## src/rtl/sdram_digit_pkg.sv

```systemverilog
// sdram_digit_pkg
//   Shared types and defaults for the SDRAM digit write/read paths.
//   - wr_state_e      : writer FSM states
//   - DIGIT_W         : width of one digit word (matches display read width)
//   - DIGIT_DEPTH     : digits per burst (one per 7-segment display)
//   - DIGIT_MAX       : largest legal digit value
//   - SDRAM_BURST_LEN : burst length programmed into the SDRAM controller,
//                       used by both the writer and the display read side
package sdram_digit_pkg;

  localparam int DIGIT_W         = 6;
  localparam int DIGIT_DEPTH     = 4;
  localparam int DIGIT_MAX       = 9;
  localparam int SDRAM_BURST_LEN = DIGIT_DEPTH;

  typedef enum logic [1:0] {
    ST_COLLECT = 2'd0,
    ST_REQ     = 2'd1,
    ST_BURST   = 2'd2,
    ST_DONE    = 2'd3
  } wr_state_e;

endpackage

```

## src/rtl/key_debounce.sv

```systemverilog
// key_debounce
//   Push-button conditioner: 2-flop synchroniser, DEB_CYC-cycle debounce
//   window and a registered rising-edge pulse of the debounced level.
//   The press pulse appears 2 + DEB_CYC + 1 cycles after a clean raw edge.
// Ports:
//   clk    in   system clock
//   s_rst  in   synchronous active-high reset
//   key    in   raw button, asynchronous, pressed = 1
//   press  out  1-cycle pulse on a debounced rising edge
module key_debounce #(
  parameter int DEB_CYC = 500000
) (
  input  logic clk,
  input  logic s_rst,
  input  logic key,
  output logic press
);

  localparam int              CNT_W    = $clog2(DEB_CYC + 1);
  localparam logic [CNT_W-1:0] CNT_LAST = CNT_W'(DEB_CYC - 1);

  logic [1:0]       sync;
  logic             stable;
  logic             stable_d;
  logic [CNT_W-1:0] cnt;

  always_ff @(posedge clk) begin
    if (s_rst) begin
      sync     <= '0;
      stable   <= 1'b0;
      stable_d <= 1'b0;
      cnt      <= '0;
      press    <= 1'b0;
    end else begin
      sync     <= {sync[0], key};
      stable_d <= stable;
      press    <= stable & ~stable_d;
      // The counter only runs while the synchronised input disagrees with
      // the stable level; any agreement (a bounce back) restarts it.
      if (sync[1] != stable) begin
        if (cnt == CNT_LAST) begin
          stable <= sync[1];
          cnt    <= '0;
        end else begin
          cnt <= cnt + CNT_W'(1);
        end
      end else begin
        cnt <= '0;
      end
    end
  end

endmodule

```

## src/rtl/sdram_digit_writer.sv

```systemverilog
// sdram_digit_writer
//   Collects DEPTH digit values from slide switches (one per debounced key
//   press) and writes them as one burst at BASE_ADDR through the SDRAM
//   controller's request/ack + data-request handshake.
// Ports:
//   clk          in   system clock
//   s_rst        in   synchronous active-high reset
//   key          in   raw push-button, pressed = 1
//   sw           in   digit value to capture
//   wr_trig      out  write request, held until wr_ack
//   wr_ack       in   controller accepted the request (1-cycle pulse)
//   wr_addr      out  burst start address (constant BASE_ADDR)
//   wr_data_req  in   controller consumes wr_data this cycle
//   wr_data      out  current burst word (buf[0] outside a burst)
//   digit_cnt    out  digits captured so far, 0..DEPTH
//   busy         out  high while requesting or bursting
//   err          out  1-cycle pulse: captured value out of range, rejected
//   done         out  1-cycle pulse after the last beat
module sdram_digit_writer
  import sdram_digit_pkg::*;
#(
  parameter int                DATA_W    = DIGIT_W,
  parameter int                DEPTH     = DIGIT_DEPTH,
  parameter int                ADDR_W    = 22,
  parameter logic [ADDR_W-1:0] BASE_ADDR = '0,
  parameter int                DEB_CYC   = 500000,
  parameter int                MAX_DIGIT = DIGIT_MAX
) (
  input  logic              clk,
  input  logic              s_rst,
  input  logic              key,
  input  logic [DATA_W-1:0] sw,
  output logic              wr_trig,
  input  logic              wr_ack,
  output logic [ADDR_W-1:0] wr_addr,
  input  logic              wr_data_req,
  output logic [DATA_W-1:0] wr_data,
  output logic [2:0]        digit_cnt,
  output logic              busy,
  output logic              err,
  output logic              done
);

  // digit_cnt is 3 bits wide, so DEPTH is limited to 7.
  localparam int                PTR_W    = (DEPTH > 1) ? $clog2(DEPTH) : 1;
  localparam logic [2:0]        CNT_FULL = 3'(DEPTH);
  localparam logic [PTR_W-1:0]  PTR_LAST = PTR_W'(DEPTH - 1);
  localparam logic [DATA_W-1:0] MAX_V    = DATA_W'(MAX_DIGIT);

  wr_state_e         state;
  logic [PTR_W-1:0]  ptr;
  logic [DATA_W-1:0] dig_buf [DEPTH];
  logic              press;

  key_debounce #(
    .DEB_CYC (DEB_CYC)
  ) u_key (
    .clk   (clk),
    .s_rst (s_rst),
    .key   (key),
    .press (press)
  );

  always_ff @(posedge clk) begin
    if (s_rst) begin
      state     <= ST_COLLECT;
      ptr       <= '0;
      digit_cnt <= '0;
      wr_trig   <= 1'b0;
      busy      <= 1'b0;
      err       <= 1'b0;
      done      <= 1'b0;
      for (int i = 0; i < DEPTH; i++) dig_buf[i] <= '0;
    end else begin
      err  <= 1'b0;
      done <= 1'b0;
      case (state)
        ST_COLLECT: begin
          // A full buffer wins over a coincident press, so a press arriving
          // the cycle digit_cnt reads DEPTH is dropped, not queued.
          if (digit_cnt == CNT_FULL) begin
            state   <= ST_REQ;
            wr_trig <= 1'b1;
            busy    <= 1'b1;
          end else if (press) begin
            if (sw <= MAX_V) begin
              dig_buf[digit_cnt[PTR_W-1:0]] <= sw;
              digit_cnt                     <= digit_cnt + 3'd1;
            end else begin
              err <= 1'b1;
            end
          end
        end
        ST_REQ: begin
          if (wr_ack) begin
            wr_trig <= 1'b0;
            ptr     <= '0;
            state   <= ST_BURST;
          end
        end
        ST_BURST: begin
          // No timeout: the controller may stall wr_data_req indefinitely.
          if (wr_data_req) begin
            if (ptr == PTR_LAST) begin
              state     <= ST_DONE;
              busy      <= 1'b0;
              done      <= 1'b1;
              digit_cnt <= '0;
            end else begin
              ptr <= ptr + PTR_W'(1);
            end
          end
        end
        ST_DONE: state <= ST_COLLECT;
        default: state <= ST_COLLECT;
      endcase
    end
  end

  // Buffer contents survive DONE, so the last burst's first word stays
  // visible on wr_data until it is overwritten by a new capture.
  assign wr_data = (state == ST_BURST) ? dig_buf[ptr] : dig_buf[0];
  assign wr_addr = BASE_ADDR;

endmodule

```

## config.mk

```make
export PLATFORM = sky130hd
export DESIGN_NAME = sdram_digit_writer
export DESIGN_NICKNAME = d
export VERILOG_FILES = /design/src/rtl/sdram_digit_pkg.sv /design/src/rtl/key_debounce.sv /design/src/rtl/sdram_digit_writer.sv
export SDC_FILE = /design/constraint.sdc
export NUM_CORES = 1
export LEC_CHECK = 0
export ABC_AREA = 1
export CORE_UTILIZATION = 25
export CTS_CLUSTER_DIAMETER = 200
export CTS_CLUSTER_SIZE = 12
export DETAILED_ROUTE_END_ITERATION = 10
export DONT_BUFFER_PORTS = 1
export SYNTH_ARGS = -nofsm -noshare
export SYNTH_HDL_FRONTEND = slang
export SYNTH_SLANG_ARGS = --single-unit
```

## constraint.sdc

```tcl
create_clock -name clk -period 6 [get_ports clk]
set_clock_uncertainty 0.1 [all_clocks]
set_input_delay 1.8 -clock clk [delete_from_list [all_inputs] [get_ports clk]]
set_output_delay 1.8 -clock clk [all_outputs]
set_load 0.02 [all_outputs]
```

After elaboration in Yosys (flattened, before gate mapping)
Memory sizes are Yosys's and may differ from the RTL's. A register that Yosys moved wholly into a read port is not among the register bits.
Cells that the tools add are included.
{"block": "op_classes", "n_bitwise": 7, "n_lt_le_gt_ge": 1, "reduce_logical": 14, "n_addsub": 3, "eq_ne": 15, "muxes": 37}
{"op": "2-to-1 mux 2 bit", "count": 10}
{"op": "adder 19 x 1 -> 19 bit (second input constant)", "count": 1}
{"op": "equality test 19 bit (second input constant)", "count": 1}
{"op": "2-to-1 mux 1 bit", "count": 15}
{"op": "2-to-1 mux 3 bit", "count": 5}
{"op": "!= test 2 bit (second input constant)", "count": 7}
{"op": "2-to-1 mux 6 bit", "count": 2}
{"op": "AND reduction 4 bit", "count": 3}
{"op": "case mux 2 bit (4 select lines)", "count": 1}
{"op": "equality test 2 bit (second input constant)", "count": 3}
{"op": "<= comparator 6 x 4 -> 1 bit (second input constant)", "count": 1}
{"op": "inverter 1 bit", "count": 6}
{"op": "case mux 3 bit (2 select lines)", "count": 1}
{"op": "AND reduction 6 bit", "count": 1}
{"op": "nonzero test 2 bit", "count": 3}
{"op": "OR reduction 3 bit", "count": 2}
{"op": "OR reduction 6 bit", "count": 1}
{"op": "case mux 1 bit (2 select lines)", "count": 2}
{"op": "case mux 2 bit (2 select lines)", "count": 1}
{"op": "OR reduction 4 bit", "count": 1}
{"op": "adder 3 x 1 -> 3 bit (second input constant)", "count": 1}
{"op": "equality test 3 bit (second input constant)", "count": 1}
{"op": "AND reduction 3 bit", "count": 1}
{"op": "adder 2 x 1 -> 2 bit (second input constant)", "count": 1}
{"op": "other kinds (6)", "count": 6}
{"block": "totals", "memories": 1, "out_inout_bits": 35, "ff_bits": 35, "ramBits": 24}
{"name": "dig_buf", "words": 4, "width": 6, "rd": 2, "rd_clocked_by_memory_dff": 1, "write_ports": 4, "line": "sdram_digit_writer.sv:52", "text": "logic [DATA_W-1:0] dig_buf [DEPTH];"}

Longest topological paths before layout
Gate-level depths: netlist of run 1.
{"block": "depth", "ltp_word": 9, "depth_mapped": 9, "depth_no_buf": 9}

Hierarchy
A second synthesis of run 1 with hierarchy kept.
{"block": "unflattened", "cells_unflattened": 393, "area_unflattened_um2": 3196.8}
{"mod": "sdram_digit_writer", "instances": 1, "seq_area_each_um2": 980.9, "area_each_um2": 1964.4, "cells_each": 210}
{"mod": "key_debounce", "instances": 1, "seq_area_each_um2": 480.5, "area_each_um2": 1232.4, "cells_each": 183}

Worst setup path before layout of run 1
OpenSTA, ideal clock, no wires.
{"block": "synth_timing", "kind": "input-to-reg", "startpoint": "in sw[1]", "endpoint": "mem dig_buf[1][0] (netlist bit), enable pin", "arrival_ns": 2.763, "n_path_buf": 0, "required_ns": 5.523, "slack_ns": 2.760, "cell_stages": 5, "cell_sequence": "o21ai_1 -> nand2_1 -> nor2_2 -> nand2_1 -> o21ai_0"}
{"element": "from (decl)", "line": "sdram_digit_writer.sv:32", "text": "input logic [DATA_W-1:0] sw,"}
{"element": "to (decl)", "line": "sdram_digit_writer.sv:52"}

Worst setup path after layout of run 1
{"block": "layout_timing", "startpoint": "reg state[0]", "endpoint": "out wr_data[1]"}
{"block": "layout_between", "elab_chain_cells": 2}
{"element": "from (decl)", "line": "sdram_digit_writer.sv:50", "text": "wr_state_e state;"}
{"element": "from (signal assigned)", "line": "sdram_digit_writer.sv:66", "text": "state <= ST_COLLECT;"}
{"element": "from (signal assigned)", "line": "sdram_digit_writer.sv:82", "text": "state <= ST_REQ;"}
{"element": "from (signal assigned)", "line": "sdram_digit_writer.sv:98", "text": "state <= ST_BURST;"}
{"element": "equality test 2 bit", "line": "sdram_digit_writer.sv:122", "text": "assign wr_data = (state == ST_BURST) ? dig_buf[ptr] : dig_buf[0];"}
{"element": "2-to-1 mux 6 bit", "line": "sdram_digit_writer.sv:122"}
{"element": "to (decl)", "line": "sdram_digit_writer.sv:37", "text": "output logic [DATA_W-1:0] wr_data,"}
No other way between the ends.

==> flow_metrics.env, run 1 <==
export IMPL_ir_worst_vdd_uv=148
export IMPL_coreArea_sq_um=11600
export IMPL_crit_fanout=13
export IMPL_grt_max_degree=18
export IMPL_layout_common_cells="nand2_1 (75), nor2_1 (71), dfxtp_1 (37)"
export IMPL_finalHoldViolations=0
export IMPL_slew_headroom_pct=47.5
export IMPL_final_common_cell="nand2_1"
export IMPL_p_per_area_nw_per_um2=334
export IMPL_rsz0062_at_grt="no"
export IMPL_clockRootBuffer="clkbuf_16"
export IMPL_grt_pass1_vias=2276
export IMPL_worstPathArrival_ns=1.83
export IMPL_clock_sinks=61
export IMPL_yosysTopAreaCell="dfxtp_1"
export IMPL_ios=46
export IMPL_finalMaxSlewViolations=0
export IMPL_die_area_sq_um=12500
export IMPL_die_w_um=112
export IMPL_area_growth_pct=12.5
export IMPL_routed_wl_mm=6.21
export IMPL_cp_end_kind="primary output"
export IMPL_synth_cell_types=31
export IMPL_holdBufCountCts=0
export IMPL_synth_avg_cell_area_sq_um=7.97
export IMPL_cts_inserted_buffers=9
export IMPL_power_frac_clock_pct=41.0
export IMPL_vias_per_cell=4.40
export IMPL_finalSetupViolations=0
export IMPL_synth_area_sq_um=3010
export IMPL_start_kind="register"
export IMPL_drive_gt1_share_pct=6.05
export IMPL_seq_power_share_pct=43.2
export IMPL_drc=6
export IMPL_fin_area_sq_um=3390
export IMPL_ys_warn_count=0
export IMPL_rows=39
export IMPL_worst_ep_required_time_ns=4.10
export IMPL_switchingPower_w=0.000348
export IMPL_drv_cap=0
export IMPL_routabilityCongestion=0.828
export IMPL_cts_buffer_depth=2
export IMPL_grt_pass1_wl_mm=10.4
export IMPL_p_int_w=0.000785
export IMPL_sw_frac_of_total_pct=30.7
export IMPL_gr_total_overflow=0
export IMPL_dp_hpwl_mm=4.77
export IMPL_grtUsageTotal_pct=10.6
export IMPL_min_period_ns=3.73
export IMPL_drtAntennaViolNets=0
export IMPL_antenna_found_initial=0
export IMPL_tightestPinTransition_ns=0.780
export IMPL_dpl_cell_area_sq_um=3110
export IMPL_wl_per_cell_um=11.5
export IMPL_synth_seq_cells=61
export IMPL_fmax_mhz=268
export IMPL_ys_flop_type="dfxtp_1"
export IMPL_yosys_top_cells_area="dfxtp_1 (25%), edfxtp_1 (24%), nand2_1 (9.3%), nor2_1 (8.8%), buf_4 (5.5%)"
export IMPL_clkLatencyLatePin_ns=0.33
export IMPL_cts_max_level=3
export IMPL_postCtsSetupBuffers=0
export IMPL_comb_power_share_pct=15.8
export IMPL_port_buffers=0
export IMPL_hold_class="reg -> reg"
export IMPL_critical_path_class="reg -> out"
export IMPL_seq_area_frac_synth_pct=48.5
export IMPL_total_power_w=0.00113
export IMPL_path_clk_slew_ns=0.06
export IMPL_die_height_um=112
export IMPL_period_share_pct=62.1
export IMPL_violations="design-rule violations"
export IMPL_p_leak_nw=1.26
export IMPL_synth_top_area_share_pct=24.6
export IMPL_dr_first_iter_drc_count=169
export IMPL_fin_nets=410
export IMPL_diodes=0
export IMPL_cts_resized=0
export IMPL_async_flop_share_pct=0
export IMPL_fin_setup_tns_ns=0
export IMPL_via_count=2375
export IMPL_synth_cells=378
export IMPL_synth_edf_count=24
export IMPL_status="finished, violations left"
export IMPL_cts_tree="done"
export IMPL_dr_pass1_iters=8
export IMPL_start_util_pct=26.0
==> cells in the mapped netlist (2+ instances only) <==
master and number:
a21oi_1 17, buf_4 22, clkbuf_1 2, dfxtp_1 37, edfxtp_1 24, ha_1 7, inv_1 34, nand2_1 75
nand3_1 21, nand3_2 2, nand4_1 5, nor2_1 71, nor2_2 2, nor3_1 11, o21ai_0 26, o21bai_1 2
xnor2_1 2, xor2_1 5
==> per-layer routing <==
| layer | vias to the layer above | part of all wire, % | track usage (%) | routed length [um] |
|---|---|---|---|---|
| met5 | - | 0 | 0 | 0 |
| met4 | 0 | 0.90 | 3.24 | 56 |
| met2 | 69 | 47 | 17.6 | 2910 |
| met3 | 8 | 6.7 | 4.25 | 417 |
| li1 | 1213 | - | - | - |
| met1 | 1085 | 45 | 12.5 | 2820 |
==> registers in the layout, indices dropped and copies added, names as in the netlist, 2 cells and up, named ones only <==
register / cells
state: 2
dig_buf: 24
digit_cnt: 3
u_key.cnt: 19
u_key.sync: 2
ptr: 2
==> logic make-up (layout without fill, tap and decap cells) <==
| logic type | count (synthesis) | after routing | synth area share (%) |
|---|---|---|---|
| buffers and inverters | 61 | 51 | 10.6 |
| adder cells (fa/ha/maj) | 7 | 7 | 2.91 |
| AND/OR/NAND/NOR | 193 | 193 | 27.1 |
| XOR/XNOR | 7 | 7 | 2.04 |
| other | 1 | 30 | 0.125 |
| flip-flops | 61 | 61 | 48.5 |
| AO/OA/AOI/OAI | 48 | 48 | 8.68 |
==> layout make-up <==
type	instances	area [sq um]
Fill cell	1210	8180
Sequential cell	61	1460
Clock inverter	7	51.3
Multi-Input combinational cell	285	1340
Tap cell	143	179
Inverter	35	131
Clock buffer	9	225
==> power groups by stage <==
stage	logic (W)	clock network [W]	registers (W)
final	0.000179	0.000465	0.000489
after detailed placement	0.000177	0	0.000498
after global placement	0.000171	0	0.000497
after global routing	0.000207	0.000497	0.000492
after floorplan	0.000161	0	0.000485
after CTS	0.000177	0.000476	0.000489
==> worst max-delay path, cell delays in order (launching register included) <==
cell and delay, ns:
dfxtp_1 0.32, inv_1 0.08, ha_1 0.43, inv_1 0.25
o21ai_0 0.23, nand2_1 0.18
==> stage by stage <==
step	hold WS (ns)	setup slack, ns	util, %	instances
detailed placement	0.282	2.36	26.9	524
global placement	0.279	2.47	26.9	524
floorplan	0.273	2.76	-	407
CTS	0.287	2.26	29.3	540
global route	0.311	2.09	29.3	540
finish	0.286	2.27	29.3	540
==> worst paths after layout <==
kind | from | endpoint | cells after the start | slack, ns
setup / recovery | state[0] | wr_data[1] | 5 | 2.27
hold reg to reg | u_key.stable_d | u_key.press | 1 | 0.29
hold / removal | u_key.stable_d | u_key.press | 1 | 0.29
setup reg to reg | digit_cnt[0] | dig_buf[3][4] | 7 | 3.38
(Power assumes the default switching activity.)
==> run 2, diff against run 1 <==
==> constraint.sdc (replaced) <==
create_clock -name clk -period 3.5 [get_ports clk]
set_clock_uncertainty 0.1 [all_clocks]
set_input_delay 1.05 -clock clk [delete_from_list [all_inputs] [get_ports clk]]
set_output_delay 1.05 -clock clk [all_outputs]
set_load 0.02 [all_outputs]
==> flow_metrics.env, run 2 (same netlist as run 1, synthesis figures left out) <==
export IMPL_p_int_w=0.00135
export IMPL_worstPathArrival_ns=1.84
export IMPL_finalSetupViolations=0
export IMPL_min_period_ns=2.99
export IMPL_die_height_um=112
export IMPL_cts_resized=0
export IMPL_ir_worst_vdd_uv=278
export IMPL_hold_class="reg -> reg"
export IMPL_vias_per_cell=4.36
export IMPL_drc=6
export IMPL_sw_frac_of_total_pct=30.6
export IMPL_path_clk_slew_ns=0.06
export IMPL_rows=39
export IMPL_fin_nets=410
export IMPL_layout_common_cells="nand2_1 (75), nor2_1 (71), dfxtp_1 (37)"
export IMPL_diodes=0
export IMPL_cts_max_level=3
export IMPL_dr_first_iter_drc_count=182
export IMPL_fillers=1235
export IMPL_comb_power_share_pct=15.6
export IMPL_drive_gt1_share_pct=6.05
export IMPL_routabilityCongestion=0.901
export IMPL_gr_total_overflow=0
export IMPL_antenna_found_initial=0
export IMPL_tightestPinTransition_ns=0.749
export IMPL_start_kind="register"
export IMPL_critical_path_class="reg -> out"
export IMPL_p_leak_nw=1.27
export IMPL_cts_inserted_buffers=9
export IMPL_dp_hpwl_mm=4.53
export IMPL_p_per_area_nw_per_um2=572
export IMPL_worst_ep_required_time_ns=2.35
export IMPL_grt_max_degree=18
export IMPL_ios=46
export IMPL_period_share_pct=85.3
export IMPL_hp_start="u_key.stable_d"
export IMPL_wl_per_cell_um=11.1
export IMPL_fmax_mhz=335
export IMPL_dr_pass1_iters=8
export IMPL_postCtsSetupBuffers=0
export IMPL_finalMaxSlewViolations=0
export IMPL_via_count=2357
export IMPL_die_w_um=112
export IMPL_clkLatencyLatePin_ns=0.33
export IMPL_slew_headroom_pct=49.5
export IMPL_holdBufCountCts=0
export IMPL_violations="design-rule violations"
export IMPL_drv_cap=0
export IMPL_worst_slack_ns=0.514
export IMPL_cts_buffer_depth=2
export IMPL_port_buffers=0
export IMPL_finalHoldViolations=0
export IMPL_status="finished, violations left"
export IMPL_largest_register="dig_buf"
export IMPL_seq_power_share_pct=43.1
export IMPL_start_util_pct=26.0
export IMPL_worstReg2RegEnd="dig_buf[1][3]"
export IMPL_cp_end_kind="primary output"
export IMPL_crit_fanout=13
export IMPL_reg2reg_slack_ns=0.96
export IMPL_r2r_cells=7
export IMPL_routed_wl_mm=6.00
export IMPL_coreArea_sq_um=11600
export IMPL_grt_pass1_vias=2197
export IMPL_rsz0062_at_grt="no"
export IMPL_top_regs="dig_buf: 24 flops, u_key.cnt: 19 flops, digit_cnt: 3 flops"
export IMPL_hold_end="u_key.press"
export IMPL_grtUsageTotal_pct=10.2
export IMPL_drtAntennaViolNets=0
export IMPL_area_growth_pct=12.4
export IMPL_cts_tree="done"
export IMPL_power_frac_clock_pct=41.3
export IMPL_fin_setup_tns_ns=0
export IMPL_hold_path_depth=1
export IMPL_die_area_sq_um=12500
export IMPL_clock_sinks=61
export IMPL_r2r_start="digit_cnt[0]"
export IMPL_place_ws_ns=0.668
export IMPL_switchingPower_w=0.000592
export IMPL_clockRootBuffer="clkbuf_16"
export IMPL_largest_register_ff_count=24
export IMPL_grt_pass1_wl_mm=10.0
export IMPL_final_common_cell="nand2_1"
==> run 2: changes by cell type in the layout (fill, tap and decap cells not counted) <==
cell,change
clkinvlp_4,-2
clkinv_2,+1
clkinv_4,+1
==> run 2: power by group through the flow <==
stage	sequential [W]	combinational [W]	clock, W
floorplan	0.000831	0.000275	0
global placement	0.000851	0.000294	0
detailed placement	0.000852	0.000299	0
CTS	0.000837	0.000301	0.000820
global route	0.000843	0.000344	0.000858
finish	0.000836	0.000302	0.000800
==> run 2: worst max-delay path, cell delays in order, from the launching register on <==
cell     delay (ns)
dfxtp_1        0.32
inv_1          0.08
ha_1           0.43
inv_1          0.27
o21ai_0        0.22
nand2_1        0.18
==> run 2: layout make-up <==
class	count	area, sq um	area share [%]
clock buffers	9	225	6.65
clock inverters	7	50.0	1.48
inverters	35	131	3.88
multi-input cells	285	1340	39.5
flip-flops and latches	61	1460	43.2
well taps	143	179	5.28
==> run 2: metal layers <==
metal	global-route usage (%)	share of wire, %	vias to the layer above
li1	-	-	1209
met1	12.1	46	1077
met2	16.6	46	61
met3	4.25	7.2	10
met4	3.51	1.3	0
met5	0	0	-
==> run 2: worst max path at each step <==
stage                         end  depth (start not counted)  startpoint  slack, ns
floorplan           dig_buf[1][0]                          5       sw[1]       1.01
finish                 wr_data[1]                          5    state[0]       0.51
global route           wr_data[1]                          5    state[0]       0.37
detailed placement  dig_buf[1][4]                          5       sw[1]       0.67
global placement    dig_buf[1][4]                          5       sw[1]       0.75
CTS                    wr_data[1]                          5    state[0]       0.51
==> run 2: per-stage QoR <==
stage                     utilization, %  hold slack (ns)  total power [W]  cells  instance area [sq um]
after detailed placement            26.9            0.285          0.00115    524                   3110
after global routing                29.3            0.316          0.00204    540                   3390
after CTS                           29.3            0.290          0.00196    540                   3390
after floorplan                        -            0.273          0.00111    407                   3120
final                               29.3            0.288          0.00194    540                   3390
after global placement              26.9            0.279          0.00114    524                   3110
